==> src/rtl/exp_taylor_arbiter_if.sv <==
// rtl/exp_taylor_arbiter_if.sv - request, exp-unit and response signal bundle for exp_taylor_arbiter
interface exp_taylor_arbiter_if #(
  parameter int NREQ      = 4,
  parameter int FRACWIDTH = 12
);
  logic [NREQ-1:0]           req_valid;
  logic [NREQ*FRACWIDTH-1:0] req_data;
  logic [NREQ-1:0]           req_ready;
  logic [3:0]                cfg_terms;
  logic [FRACWIDTH-1:0]      eu_iData;
  logic                      eu_iDataValid;
  logic                      eu_oDataRead;
  logic [FRACWIDTH-1:0]      eu_oData;
  logic                      eu_oDataValid;
  logic                      rsp_valid;
  logic                      rsp_ready;
  logic [2:0]                rsp_id;
  logic [FRACWIDTH-1:0]      rsp_data;
  logic                      rsp_err;
  logic                      busy;

  // Arbiter side
  modport slave (
    input  req_valid, req_data, cfg_terms, eu_oData, eu_oDataValid, rsp_ready,
    output req_ready, eu_iData, eu_iDataValid, eu_oDataRead,
           rsp_valid, rsp_id, rsp_data, rsp_err, busy
  );

  // Requesters, exp unit and response consumer side
  modport master (
    output req_valid, req_data, cfg_terms, eu_oData, eu_oDataValid, rsp_ready,
    input  req_ready, eu_iData, eu_iDataValid, eu_oDataRead,
           rsp_valid, rsp_id, rsp_data, rsp_err, busy
  );
endinterface

==> src/rtl/exp_taylor_arbiter.sv <==
// rtl/exp_taylor_arbiter.sv - round-robin arbiter sharing one Taylor-series exp unit among NREQ requesters
module exp_taylor_arbiter #(
  parameter int NREQ      = 4,
  parameter int FRACWIDTH = 12,
  parameter int TIMEOUT   = 32
) (
  input  logic                  clk,
  input  logic                  rst,
  exp_taylor_arbiter_if.slave   bus
);

  localparam logic [1:0] S_IDLE = 2'd0;
  localparam logic [1:0] S_RUN  = 2'd1;
  localparam logic [1:0] S_WAIT = 2'd2;
  localparam logic [1:0] S_RESP = 2'd3;

  localparam int             WCW      = $clog2(TIMEOUT + 1);
  localparam logic [WCW-1:0] W_LAST   = WCW'(TIMEOUT - 1);
  localparam logic [2:0]     LAST_IDX = 3'(NREQ - 1);

  logic [1:0]           r_state;
  logic [2:0]           r_rr_ptr;
  logic [2:0]           r_gnt;
  logic [3:0]           r_cfg_terms;
  logic [3:0]           r_term_cnt;
  logic [WCW-1:0]       r_wait_cnt;
  logic [FRACWIDTH-1:0] r_rsp_data;
  logic                 r_rsp_err;

  logic [7:0]           w_valid_ext;
  logic                 w_found;
  logic [2:0]           w_gnt_idx;
  logic [3:0]           w_sum;
  logic [FRACWIDTH-1:0] w_gnt_data;
  logic                 w_grant;
  logic                 w_timeout;
  logic                 w_early;

  // Round-robin search: first valid requester at or above rr_ptr, wrapping at NREQ-1
  always_comb begin
    w_valid_ext = 8'(bus.req_valid);
    w_found     = 1'b0;
    w_gnt_idx   = r_rr_ptr;
    w_sum       = 4'd0;
    for (int k = 0; k < NREQ; k++) begin
      w_sum = {1'b0, r_rr_ptr} + 4'(k);
      if (w_sum >= 4'(NREQ)) begin
        w_sum = w_sum - 4'(NREQ);
      end
      if (!w_found && w_valid_ext[w_sum[2:0]]) begin
        w_found   = 1'b1;
        w_gnt_idx = w_sum[2:0];
      end
    end
  end

  // Operand of the winning requester
  always_comb begin
    w_gnt_data = '0;
    for (int i = 0; i < NREQ; i++) begin
      if (w_gnt_idx == 3'(i)) begin
        w_gnt_data = bus.req_data[i*FRACWIDTH +: FRACWIDTH];
      end
    end
  end

  // Grant, timeout and early-read decisions; outputs are forced low while rst is high
  always_comb begin
    w_grant   = !rst && (r_state == S_IDLE) && w_found;
    w_timeout = ((r_state == S_RUN) || (r_state == S_WAIT)) && (r_wait_cnt == W_LAST);
    // A result arriving in the same cycle as the planned early read wins, and timeout beats the read
    w_early   = (r_state == S_RUN) && (r_cfg_terms != 4'd0) && (r_term_cnt == r_cfg_terms) &&
                !bus.eu_oDataValid && !w_timeout;
  end

  // Handshake and response outputs
  always_comb begin
    bus.req_ready = '0;
    for (int i = 0; i < NREQ; i++) begin
      bus.req_ready[i] = w_grant && (w_gnt_idx == 3'(i));
    end
    bus.eu_iDataValid = w_grant;
    bus.eu_iData      = w_grant ? w_gnt_data : '0;
    bus.eu_oDataRead  = !rst && w_early;
    bus.rsp_valid     = !rst && (r_state == S_RESP);
    bus.busy          = !rst && (r_state != S_IDLE);
    bus.rsp_id        = r_gnt;
    bus.rsp_data      = r_rsp_data;
    bus.rsp_err       = r_rsp_err;
  end

  // FSM, latched request and captured response
  always_ff @(posedge clk) begin
    if (rst) begin
      r_state     <= S_IDLE;
      r_rr_ptr    <= '0;
      r_gnt       <= '0;
      r_cfg_terms <= '0;
      r_term_cnt  <= '0;
      r_wait_cnt  <= '0;
      r_rsp_data  <= '0;
      r_rsp_err   <= 1'b0;
    end else begin
      case (r_state)
        S_IDLE: begin
          if (w_found) begin
            r_gnt       <= w_gnt_idx;
            r_cfg_terms <= bus.cfg_terms;
            r_term_cnt  <= 4'd1;
            r_wait_cnt  <= '0;
            r_state     <= S_RUN;
          end
        end
        S_RUN, S_WAIT: begin
          r_term_cnt <= r_term_cnt + 4'd1;
          r_wait_cnt <= r_wait_cnt + WCW'(1);
          if (bus.eu_oDataValid) begin
            r_rsp_data <= bus.eu_oData;
            r_rsp_err  <= 1'b0;
            r_state    <= S_RESP;
          end else if (w_timeout) begin
            r_rsp_data <= '0;
            r_rsp_err  <= 1'b1;
            r_state    <= S_RESP;
          end else if (w_early) begin
            r_state <= S_WAIT;
          end
        end
        default: begin
          if (bus.rsp_ready) begin
            r_rr_ptr <= (r_gnt == LAST_IDX) ? 3'd0 : r_gnt + 3'd1;
            r_state  <= S_IDLE;
          end
        end
      endcase
    end
  end

endmodule

==> src/flat_wrapper.sv <==
// flat-port wrapper written by rule: the top's interface ports become plain ports
module exp_taylor_arbiter_flat 
#(
  parameter int NREQ      = 4,
  parameter int FRACWIDTH = 12,
  parameter int TIMEOUT   = 32
)
  (clk, rst, bus_req_valid, bus_req_data, bus_cfg_terms, bus_eu_oData, bus_eu_oDataValid, bus_rsp_ready, bus_req_ready, bus_eu_iData, bus_eu_iDataValid, bus_eu_oDataRead, bus_rsp_valid, bus_rsp_id, bus_rsp_data, bus_rsp_err, bus_busy);
  exp_taylor_arbiter_if #(.NREQ(NREQ), .FRACWIDTH(FRACWIDTH)) bus_i ();
  input  logic clk;
  input  logic rst;
  input wire logic [$bits(bus_i.req_valid)-1:0] bus_req_valid;
  input wire logic [$bits(bus_i.req_data)-1:0] bus_req_data;
  input wire logic [$bits(bus_i.cfg_terms)-1:0] bus_cfg_terms;
  input wire logic [$bits(bus_i.eu_oData)-1:0] bus_eu_oData;
  input wire logic [$bits(bus_i.eu_oDataValid)-1:0] bus_eu_oDataValid;
  input wire logic [$bits(bus_i.rsp_ready)-1:0] bus_rsp_ready;
  output wire logic [$bits(bus_i.req_ready)-1:0] bus_req_ready;
  output wire logic [$bits(bus_i.eu_iData)-1:0] bus_eu_iData;
  output wire logic [$bits(bus_i.eu_iDataValid)-1:0] bus_eu_iDataValid;
  output wire logic [$bits(bus_i.eu_oDataRead)-1:0] bus_eu_oDataRead;
  output wire logic [$bits(bus_i.rsp_valid)-1:0] bus_rsp_valid;
  output wire logic [$bits(bus_i.rsp_id)-1:0] bus_rsp_id;
  output wire logic [$bits(bus_i.rsp_data)-1:0] bus_rsp_data;
  output wire logic [$bits(bus_i.rsp_err)-1:0] bus_rsp_err;
  output wire logic [$bits(bus_i.busy)-1:0] bus_busy;
  assign bus_i.req_valid = bus_req_valid;
  assign bus_i.req_data = bus_req_data;
  assign bus_i.cfg_terms = bus_cfg_terms;
  assign bus_i.eu_oData = bus_eu_oData;
  assign bus_i.eu_oDataValid = bus_eu_oDataValid;
  assign bus_i.rsp_ready = bus_rsp_ready;
  assign bus_req_ready = bus_i.req_ready;
  assign bus_eu_iData = bus_i.eu_iData;
  assign bus_eu_iDataValid = bus_i.eu_iDataValid;
  assign bus_eu_oDataRead = bus_i.eu_oDataRead;
  assign bus_rsp_valid = bus_i.rsp_valid;
  assign bus_rsp_id = bus_i.rsp_id;
  assign bus_rsp_data = bus_i.rsp_data;
  assign bus_rsp_err = bus_i.rsp_err;
  assign bus_busy = bus_i.busy;
  exp_taylor_arbiter #(.NREQ(NREQ), .FRACWIDTH(FRACWIDTH), .TIMEOUT(TIMEOUT)) u_core (.clk(clk), .rst(rst), .bus(bus_i));
endmodule
==> config.mk <==
export PLATFORM = sky130hd
export DESIGN_NAME = exp_taylor_arbiter_flat
export DESIGN_NICKNAME = d
export VERILOG_FILES = /design/src/rtl/exp_taylor_arbiter_if.sv /design/src/rtl/exp_taylor_arbiter.sv /design/src/flat_wrapper.sv
export SDC_FILE = /design/constraint.sdc
export NUM_CORES = 1
export LEC_CHECK = 0
export BUFFER_PORTS_ARGS = -buffer_cell sky130_fd_sc_hd__buf_2
export CORE_ASPECT_RATIO = 1.1
export CORE_MARGIN = 3
export CORE_UTILIZATION = 52
export CTS_BUF_LIST = sky130_fd_sc_hd__clkbuf_16
export CTS_CLUSTER_DIAMETER = 150
export DETAILED_ROUTE_END_ITERATION = 6
export GPL_ROUTABILITY_DRIVEN = 1
export PLACE_DENSITY = 0.86
export SLEW_MARGIN = 0
export SYNTH_ARGS = -nofsm -noshare
export SYNTH_HDL_FRONTEND = slang
export SYNTH_SLANG_ARGS = --single-unit
==> constraint.sdc <==
create_clock -name clk -period 8 [get_ports clk]
set_input_delay 0.8 -clock clk [delete_from_list [all_inputs] [get_ports clk]]
set_output_delay 0.8 -clock clk [all_outputs]
set_load 0.03 [all_outputs]
======== Word-level counts from Yosys, hierarchy flattened ========
Cells that the tools add are included.
storage, ports and cells
  bits in registers ....................... 35
  bits in latches ......................... 0
  RAM bits ................................ 0
  bits in read-only memories .............. 0
  logic and storage cells ................. 116
  memories ................................ 0
operators by class
  add/subtract/negate cells ............... 10
  multiply operators ...................... 0
  div/mod/pow operators ................... 0
  order comparisons ....................... 8
  equal/unequal tests ..................... 11
  shifts and indexed selects .............. 0
  muxes and demuxes ....................... 40
  bitwise operators ....................... 1
  reductions and logical operators ........ 38
operators with widths
  kind                                                               count
  2-to-1 mux 12 bit                                                  7
  2-to-1 mux 3 bit                                                   9
  logical AND 1 bit                                                  17
  less-than comparator 3 x 4 -> 1 bit, second input constant         4
  binary-select mux 1 bit (select 3 bit)                             4
  greater-or-equal comparator 4 x 3 -> 1 bit, second input constant  3
  case mux 6 bit (2 select lines)                                    1
  subtractor 3 bit, second input constant                            4
  2-to-1 mux 1 bit                                                   10
  2-to-1 mux 2 bit                                                   5
  == test 3 x 2 -> 1 bit, second input constant                      3
  adder 3 x 2 -> 4 bit, second input constant                        2
  case mux 4 bit (2 select lines)                                    1
  AND reduction 2 bit                                                4
  adder 6 x 1 -> 6 bit, second input constant                        1
  == test 6 x 5 -> 1 bit, second input constant                      1
  zero test 1 bit                                                    6
  2-to-1 mux 6 bit                                                   1
  nonzero test 2 bit                                                 3
  adder 3 x 1 -> 4 bit, second input constant                        1
  adder 4 x 1 -> 4 bit, second input constant                        1
  == test 2 bit, second input constant                               2
  == test 4 bit                                                      1
  2-to-1 mux 4 bit                                                   1
  other kinds (16)                                                   16

======== Longest topological paths before layout ========
  depth in word-level cells ............... 20
  depth in mapped cells ................... 13

======== Worst setup path after synthesis ========
No wires, ideal clock.
  kind .................................... register to output
  start point ............................. register u_core.r_rr_ptr[0]
  end point ............................... output port bus_eu_iData[3]
  arrival ................................. 3.003 ns
  required time ........................... 7.200 ns
  path slack .............................. 4.197 ns
  stages on the path, launching flop included .. 11
  path buffers ............................ 3
  path through ............................ dfxtp_1 -> buf_6 -> inv_1 -> ha_1 -> buf_6 -> mux2_4 -> o311a_4 -> o311ai_4 -> buf_2 -> o21ai_0 -> a211oi_1
between the ends
  longest elaborated chain between the ends .. 20
ends and longest elaborated chain
  element                                                                        RTL line                   source
  from (decl)                                                                    exp_taylor_arbiter.sv:22   logic [2:0] r_rr_ptr;
  from (signal assigned)                                                         exp_taylor_arbiter.sv:131  r_rr_ptr <= (r_gnt == LAST_IDX) ? 3'd0 : r_gnt + 3'd1;
  parallel branches: the longest is 19 deep, another holds adder 3 x 1 -> 4 bit  -
  2-to-1 mux 12 bit *                                                            exp_taylor_arbiter.sv:83   bus.eu_iData = w_grant ? w_gnt_data : '0;
  to (decl)                                                                      flat_wrapper.sv:19         output wire logic [$bits(bus_i.eu_iData)-1:0] bus_eu_iData;
Every way passes the cells marked *. The select of a mux whose other input is x is not followed.

======== Final worst setup path ========
  start point ............................. register u_core.r_rr_ptr[0]
  end point ............................... output port bus_eu_iData[10]
The elaborated chain is that of the path after synthesis.

==> out/qor.yml <==
avgViaCountPerCell: 5.67
fin_ws_ps: 2940
ir_worst_vdd_mv: 0.263
grt_max_degree: 32
die_x_um: 72.5
initial_core_util_pct: 56.1
dp.final_hpwl_um: 5250
instances_no_fill: 459
worst_pin_slew_ps: 1020
maxCapViolations: 0
leakage_nw: 1.44
grt_pass1_vias: 2485
synth_cell_type_count: 54
cts_tree: "done"
pin_count: 108
wl_per_cell_um: 14.9
syn_nets: 392
fin_util_pct: 70.1
async_flop_share_pct: 0
synthFlopType: "dfxtp_1"
fmax_ghz: 0.198
syn_area_um2: 2530
rows: 25
rsz0062_at_grt: "no"
hold_ws_ps: 464
gr-total-overflow: 0
fp.coreArea_um2: 4500
path_class: "reg -> out"
syn_area_per_cell_um2: 8.10
synthCells: 312
drt_iter0_markers: 75
synth_seq_area_share_pct: 27.7
clkLatencyLatePin_ps: 270
skew_ps: 2.47
grt_pass1_wl_um: 11000
worstHoldPathType: "reg -> reg"
fin_nets: 484
n_antenna_cell: 0
syn2layout_area_growth_pct: 25.0
finalHoldViolCount: 0
path_clk_slew_ps: 50
die_h_um: 79.1
post_cts_buffers: 0
critPathArrivalTime_ps: 4260
ant_nets: 0
maxSlewHeadroom_pct: 31.1
place_congestion: 0.887
cts.sinks: 35
synth_warnings: 0
antenna_found_initial: 0
wl_um: 6850
postLayoutCellArea_um2: 3160
synth_seq_cells: 35
status: "completed"
vias: 2602
drive_gt1_share_pct: 35.8
crit_required_ps: 7200
start_kind: "flop"
final.min_clock_period_ps: 5060
drc: 0
crit_fanout: 17
place_area_um2: 3000
grt_use_total_pct: 23.9
power.total_mw: 0.790
drv_slew: 0
dp_cells: 451
cts_buffers: 5
place_ws_ps: 3280
first_pass_iters: 4
cts-root-buf: "clkbuf_16"
tns_ps: 0
power_density_nw_per_um2: 250
synth_edf_count: 0
worst_setup_path_end_kind: "primary output"
fin_crit_sh_pct: 63.2
hold_buffers: 0
port_buffers: 107
cts_buffer_depth: 2
cts_max_level: 2
finalSetupViolations: 0
die_area_um2: 5730
cts_resized: 0
cells by family after synthesis:
family | count (synthesis) | synth area share (%)
mux | 17 | 7.72
xor+xnor | 10 | 3.47
flops | 35 | 27.7
fa+ha+maj | 8 | 3.96
compound gates | 87 | 25.7
simple gates | 124 | 24.8
buf+inv | 31 | 6.68
flip-flops by register name, indices dropped and copies added (netlist names):
| name | cells |
|---|---|
| u_core.bus.rsp_data | 12 |
| u_core.bus.rsp_id | 3 |
| u_core.r_term_cnt | 4 |
| u_core.r_rr_ptr | 3 |
| u_core.r_state | 2 |
| u_core.r_cfg_terms | 4 |
| u_core.bus.rsp_err | 1 |
| u_core.r_wait_cnt | 6 |
layout by cell type, fill, tap and decap left out, types with 4 or more instances in the layout:
cell type  count
buf_2        107
dfxtp_1       35
nor2_1        32
nand2_1       27
a21oi_1       26
o21ai_0       21
nand3_1       19
and2_1        11
mux2i_1       10
inv_1          9
a22oi_2        8
ha_1           8
nor3_1         6
a21oi_2        5
nand4_1        5
xnor2_1        5
xor2_1         5
clkbuf_16      5
a22oi_1        4
synthesized netlist by cell type (4+ instances only):
library cell | count | area, um2
inv_1 | 9 | 33.8
nand2_1 | 27 | 101
xor2_1 | 5 | 43.8
a21oi_2 | 5 | 43.8
nand3_1 | 19 | 95.1
a22oi_2 | 8 | 100
and2_1 | 11 | 68.8
buf_6 | 4 | 45.0
a22oi_1 | 4 | 30.0
mux2i_1 | 10 | 100
clkbuf_1 | 10 | 37.5
nor3_1 | 6 | 30.0
o21ai_0 | 21 | 105
dfxtp_1 | 35 | 701
xnor2_1 | 5 | 43.8
nand4_1 | 5 | 31.3
ha_1 | 8 | 100
nor2_1 | 32 | 120
a21oi_1 | 26 | 130
buf_2 | 6 | 30.0
final cells by class:
cell class | instances | area (um2)
Clock inverter | 3 | 38.8
Clock buffer | 5 | 125
Inverter | 9 | 33.8
Fill cell | 381 | 1350
Sequential cell | 35 | 701
Multi-Input combinational cell | 246 | 1660
Tap cell | 54 | 67.6
Timing Repair Buffer | 107 | 536
layer usage:
| layer | vias to the layer above | GRT usage [%] | part of all wire (%) |
|---|---|---|---|
| met4 | 0 | 9.04 | 1.8 |
| met2 | 103 | 44.0 | 51 |
| met1 | 1191 | 26.0 | 39 |
| met3 | 14 | 5.82 | 9.0 |
| met5 | - | 0 | 0 |
| li1 | 1294 | - | - |
where the power goes:
| group | total, mW | internal [mW] | leakage [nW] | switching, mW |
|---|---|---|---|---|
| clock network | 0.212 | 0.145 | 0.0812 | 0.0674 |
| registers | 0.228 | 0.203 | 0.285 | 0.0250 |
| logic | 0.350 | 0.126 | 1.08 | 0.223 |
| total | 0.790 | 0.474 | 1.44 | 0.316 |
worst max-delay path: stages, from the launching register on:
cell and delay (ps):
dfxtp_1 710, inv_1 300, ha_1 580, mux2i_2 330, or3_1 160, o2111ai_2 130, a311oi_2 700, nand3_1 470
o21ai_0 350, a21oi_2 50, buf_2 180
worst paths after layout:
| path | slack, ps | startpoint | end | depth (start not counted) |
|---|---|---|---|---|
| hold / removal | 460 | u_core.bus.rsp_err$_SDFFE_PP0P_ | u_core.bus.rsp_err$_SDFFE_PP0P_ | 2 |
| setup reg to reg | 4290 | u_core.r_rr_ptr[0]$_SDFFE_PP0P_ | u_core.r_term_cnt[2]$_SDFFE_PP0P_ | 8 |
| setup / recovery | 2940 | u_core.r_rr_ptr[0]$_SDFFE_PP0P_ | bus_eu_iData[10] | 10 |
| hold reg to reg | 460 | u_core.bus.rsp_err$_SDFFE_PP0P_ | u_core.bus.rsp_err$_SDFFE_PP0P_ | 2 |
(Power assumes the default switching activity.)
